**src/rtl/conv_seq_ctrl.sv**
```systemverilog
// conv_seq_ctrl: load / compute / output sequencer for a
// valid-length 1-D correlation over x and f sample memories.
module conv_seq_ctrl #(
  parameter int X_LEN = 112,
  parameter int F_LEN = 49,
  localparam int XA = (X_LEN > 1) ? $clog2(X_LEN) : 1,
  localparam int FA = (F_LEN > 1) ? $clog2(F_LEN) : 1,
  localparam int Y_LEN = X_LEN - F_LEN + 1
) (
  input  logic          clk,
  input  logic          reset,
  input  logic          x_valid,
  output logic          x_ready,
  input  logic          f_valid,
  output logic          f_ready,
  input  logic          y_ready,
  output logic          y_valid,
  output logic [XA-1:0] addr_x,
  output logic          wr_en_x,
  output logic [FA-1:0] addr_f,
  output logic          wr_en_f,
  output logic          clear_acc,
  output logic          en_acc
);

  typedef enum logic [1:0] {
    LOAD,
    COMPUTE,
    OUTPUT
  } state_t;

  localparam logic [XA:0]   X_FULL = (XA+1)'(X_LEN);
  localparam logic [FA:0]   F_FULL = (FA+1)'(F_LEN);
  localparam logic [FA-1:0] F_LAST = FA'(F_LEN - 1);
  localparam logic [XA-1:0] B_LAST = XA'(Y_LEN - 1);

  state_t        state_q, state_d;
  logic [XA:0]   xcnt_q, xcnt_d;
  logic [FA:0]   fcnt_q, fcnt_d;
  logic [XA-1:0] base_q, base_d;
  logic [FA:0]   k_q, k_d;
  logic          k_end;
  logic [FA-1:0] k_addr;

  // k runs 0..F_LEN; the extra cycle drains the read
  // latency, so addresses stay parked on the last tap.
  assign k_end  = (k_q == F_FULL);
  assign k_addr = k_end ? F_LAST : k_q[FA-1:0];

  always_ff @(posedge clk) begin
    if (reset) begin
      state_q <= LOAD;
      xcnt_q  <= '0;
      fcnt_q  <= '0;
      base_q  <= '0;
      k_q     <= '0;
    end else begin
      state_q <= state_d;
      xcnt_q  <= xcnt_d;
      fcnt_q  <= fcnt_d;
      base_q  <= base_d;
      k_q     <= k_d;
    end
  end

  always_comb begin
    state_d   = state_q;
    xcnt_d    = xcnt_q;
    fcnt_d    = fcnt_q;
    base_d    = base_q;
    k_d       = k_q;
    x_ready   = 1'b0;
    f_ready   = 1'b0;
    wr_en_x   = 1'b0;
    wr_en_f   = 1'b0;
    y_valid   = 1'b0;
    clear_acc = 1'b0;
    en_acc    = 1'b0;
    addr_x    = base_q + XA'(k_addr);
    addr_f    = k_addr;
    unique case (state_q)
      LOAD: begin
        x_ready   = (xcnt_q < X_FULL);
        f_ready   = (fcnt_q < F_FULL);
        wr_en_x   = x_valid & x_ready;
        wr_en_f   = f_valid & f_ready;
        addr_x    = x_ready ? xcnt_q[XA-1:0] : '0;
        addr_f    = f_ready ? fcnt_q[FA-1:0] : '0;
        clear_acc = 1'b1;
        xcnt_d    = xcnt_q + (XA+1)'(wr_en_x);
        fcnt_d    = fcnt_q + (FA+1)'(wr_en_f);
        if (xcnt_d == X_FULL && fcnt_d == F_FULL) begin
          state_d = COMPUTE;
          k_d     = '0;
        end
      end
      COMPUTE: begin
        en_acc = (k_q != '0);
        if (k_end) begin
          state_d = OUTPUT;
        end else begin
          k_d = k_q + (FA+1)'(1);
        end
      end
      OUTPUT: begin
        y_valid = 1'b1;
        if (y_ready) begin
          clear_acc = 1'b1;
          k_d       = '0;
          if (base_q == B_LAST) begin
            state_d = LOAD;
            base_d  = '0;
            xcnt_d  = '0;
            fcnt_d  = '0;
          end else begin
            state_d = COMPUTE;
            base_d  = base_q + XA'(1);
          end
        end
      end
      default: begin
        state_d = LOAD;
      end
    endcase
  end

endmodule

```
**config.mk**
```make
export PLATFORM = sky130hd
export DESIGN_NAME = conv_seq_ctrl
export DESIGN_NICKNAME = d
export VERILOG_FILES = /design/src/rtl/conv_seq_ctrl.sv
export SDC_FILE = /design/constraint.sdc
export NUM_CORES = 1
export LEC_CHECK = 0
export CAP_MARGIN = 20
export CORE_MARGIN = 2
export CORE_UTILIZATION = 40
export DETAILED_ROUTE_END_ITERATION = 8
export PLACE_DENSITY_LB_ADDON = 0.1
export SYNTH_ARGS = -nofsm -noshare
export SYNTH_HDL_FRONTEND = slang
export SYNTH_SLANG_ARGS = --single-unit
```
**constraint.sdc**
```tcl
create_clock -name clk -period 3.9 [get_ports clk]
set_clock_uncertainty 0.2 [all_clocks]
set_input_delay 0.39 -clock clk [delete_from_list [all_inputs] [get_ports clk]]
set_output_delay 0.39 -clock clk [all_outputs]
set_load 0.01 [all_outputs]
```
==> impl_metrics.env <==
export IMPL_outcome="complete, no violations"
export IMPL_finalPower_mw=0.722
export IMPL_clkSinkCount=31
export IMPL_fmax_mhz=272
export IMPL_crit_path_max_fanout=4
export IMPL_slew_headroom_pct=37.1
export IMPL_viasPerCell=5.64
export IMPL_clock_path_buffers=2
export IMPL_synthArstFlopShare_pct=0
export IMPL_synth_warnings=0
export IMPL_n_antenna_cell=0
export IMPL_cp_end_kind="primary output"
export IMPL_ios=25
export IMPL_cts_made_buffers=5
export IMPL_clockPowerShare_pct=46.4
export IMPL_required_ps=3310
export IMPL_start_util_pct=41.1
export IMPL_vdd_drop_max_uv=106
export IMPL_power_leakage_nw=1.04
export IMPL_fp_dieW_um=78.8
export IMPL_hpwl_mm=4.10
export IMPL_die_area_sq_mm=0.00620
export IMPL_slew_viol_final=0
export IMPL_avgSynthCellArea_sq_um=7.66
export IMPL_multiInputGateArea_sq_mm=0.00149
export IMPL_ys_seq_area_share_pct=27.8
export IMPL_drc_errors=0
export IMPL_worst_pin_slew_ps=940
export IMPL_grt_use_total_pct=19.7
export IMPL_overflow=0
export IMPL_grt_pass1_vias=1990
export IMPL_fp_coreArea_sq_mm=0.00544
export IMPL_avgRoutedWirePerCell_um=14.8
export IMPL_regArea_sq_um=622
export IMPL_drtIter0Drc=125
export IMPL_pwr_share_seq_pct=45.2
export IMPL_pre_cts_ws_ps=233
export IMPL_switching_share_pct=22.7
export IMPL_setup_violations=0
export IMPL_io_buffers=24
export IMPL_drive_above_1_share_pct=11.9
export IMPL_critPathKind="reg -> out"
export IMPL_num_rows=27
export IMPL_cts_clk_slew_worst_paths_ps=70
export IMPL_die_h_um=78.8
export IMPL_insertion_delay_ps=280
export IMPL_vias=2166
export IMPL_ys_ff_latch=31
export IMPL_ant_nets=0
export IMPL_max_cap_violations=0
export IMPL_gp_congestion=0.858
export IMPL_antenna_found_initial=0
export IMPL_grt_max_degree=28
export IMPL_hold_viol=0
export IMPL_r2r_slack_ps=430
export IMPL_start_kind="register"
export IMPL_cts_tree="built"
export IMPL_crit_arrival_ps=3080
export IMPL_period_needed_ps=3670
export IMPL_setup_ws_ps=230
export IMPL_hold_path_class="reg -> reg"
export IMPL_switchingPower_mw=0.164
export IMPL_nNetsFinal=331
export IMPL_drt_first_pass_iters=4
export IMPL_root_buffer="clkbuf_8"
export IMPL_fill_cells=555
export IMPL_grt_pass1_wl_mm=9.77
export IMPL_p_per_area_mw_per_mm2=268
export IMPL_ys_flop_type="dfxtp_1"
export IMPL_syn_area_sq_mm=0.00224
export IMPL_hold_ws_ps=312
export IMPL_combPwrFrac_pct=8.4
export IMPL_synth_edf_count=0
export IMPL_synth_cells=292
export IMPL_synth_distinct_cells=56
export IMPL_wl_mm=5.69
export IMPL_fin_crit_sh_pct=94.1
export IMPL_area_growth_pct=20.5
export IMPL_synth_fp_nets=312
export IMPL_power_internal_mw=0.558
export IMPL_htree_levels=2
==> cells in the mapped netlist (3+ instances only) <==
| cell | number | area (sq um) |
|---|---|---|
| a21o_1 | 5 | 37.5 |
| a21oi_1 | 14 | 70.1 |
| a22o_1 | 7 | 61.3 |
| a22oi_1 | 4 | 30.0 |
| a311oi_1 | 4 | 35.0 |
| and2_1 | 3 | 18.8 |
| and3_1 | 5 | 31.3 |
| buf_2 | 4 | 20.0 |
| clkbuf_1 | 17 | 63.8 |
| dfxtp_1 | 31 | 621 |
| ha_1 | 14 | 175 |
| inv_1 | 12 | 45.0 |
| nand2_1 | 21 | 78.8 |
| nand2b_1 | 3 | 18.8 |
| nand3_1 | 16 | 80.1 |
| nand4_1 | 3 | 18.8 |
| nor2_1 | 38 | 143 |
| nor2b_1 | 4 | 25.0 |
| nor3_1 | 5 | 25.0 |
| nor3b_1 | 4 | 30.0 |
| nor4_1 | 7 | 43.8 |
| o21ai_0 | 16 | 80.1 |
| o31ai_1 | 3 | 22.5 |
| or2_2 | 4 | 25.0 |
| xnor2_1 | 4 | 35.0 |
| xor2_1 | 7 | 61.3 |
==> cell type report <==
cell class	instances	area share, %
clock buffer	6	3.07
clock inverter	2	1.30
inverter	13	1.81
multi-input combinational	225	55.5
sequential	31	23.1
tap	72	3.34
timing repair buffer	35	11.9
==> worst paths after layout <==
path | cells after the start | start | endpoint
setup / recovery | 12 | k_q[6]$_SDFFE_PP0P_ | addr_x[5]
hold / removal | 2 | base_q[6]$_SDFFE_PP0P_ | base_q[6]$_SDFFE_PP0P_
setup reg to reg | 12 | xcnt_q[5]$_SDFFE_PP0P_ | k_q[2]$_SDFFE_PP0P_
hold reg to reg | 2 | base_q[6]$_SDFFE_PP0P_ | base_q[6]$_SDFFE_PP0P_
==> worst max-delay path: stages (launching register included) <==
cell	delay, ps
dfxtp_1	360
nor3_4	270
nand4_1	150
nand2_1	190
inv_1	60
ha_1	260
a21o_1	170
a21oi_1	190
o21ai_0	110
a21oi_1	180
xor2_1	80
o21ai_0	190
clkdlybuf4s50_1	570
==> kinds of logic (layout without fill, tap and decap cells) <==
group / after synthesis / count (layout) / synth area share, %
compound gates: 74 / 74 / 23.0
flops: 31 / 31 / 27.8
simple gates: 125 / 125 / 29.8
buf+inv: 36 / 56 / 6.38
xor+xnor: 11 / 11 / 4.31
fa+ha+maj: 15 / 15 / 8.73
==> power by group through the flow <==
stage	logic, mW	clock network [mW]	registers [mW]
2_1_floorplan	0.0360	0	0.332
3_3_place_gp	0.0602	0	0.333
3_5_place_dp	0.0604	0	0.333
4_1_cts	0.0609	0.345	0.326
5_1_grt	0.0673	0.354	0.327
6_report	0.0608	0.335	0.326
==> through the flow <==
stage	instance area (sq um)	TNS, ps	util [%]	std cells
2_1_floorplan	2240	0	-	292
3_3_place_gp	2550	0	46.8	375
3_5_place_dp	2550	0	46.8	375
4_1_cts	2670	0	49.0	383
5_1_grt	2690	-3.13	49.5	384
6_report	2690	0	49.5	384
==> per-layer routing <==
| metal | vias up | part of all wire (%) | global-route usage [%] |
|---|---|---|---|
| met5 | - | 0 | 0 |
| met4 | 0 | 1.3 | 6.67 |
| met3 | 9 | 4.2 | 3.52 |
| met2 | 47 | 45 | 30.1 |
| met1 | 1024 | 50 | 28.0 |
| li1 | 1086 | - | - |
==> what timing repair did <==
item | CTS | global route
hold endpoints to repair | 0 | 0
pin swaps | 1 | 3
setup buffers | 0 | 1
endpoints found under the setup margin | 1 | 3
hold buffers | 0 | 0
gates resized for setup | 2 | 7
==> flip-flops by register name, summed over array words and instances (netlist names) <==
name / count
xcnt_q: 8
base_q: 7
fcnt_q: 7
k_q: 7
state_q: 2
==> placed cells by master, fill, tap and decap left out, drive strengths merged, types with 6 or more instances in the layout <==
master / netlist / layout
nor3: 7 / 7
buf: 4 / 11
clkdlybuf4s50: 0 / 23
a21oi: 14 / 14
a22o: 7 / 7
dfxtp: 31 / 31
nand3: 17 / 17
and3: 6 / 6
nor2: 38 / 38
o21ai: 18 / 18
inv: 12 / 12
nor4: 8 / 8
xor2: 7 / 7
clkbuf: 19 / 6
ha: 14 / 14
nand2: 21 / 21
No activity file was read; power rests on OpenSTA's default activity.
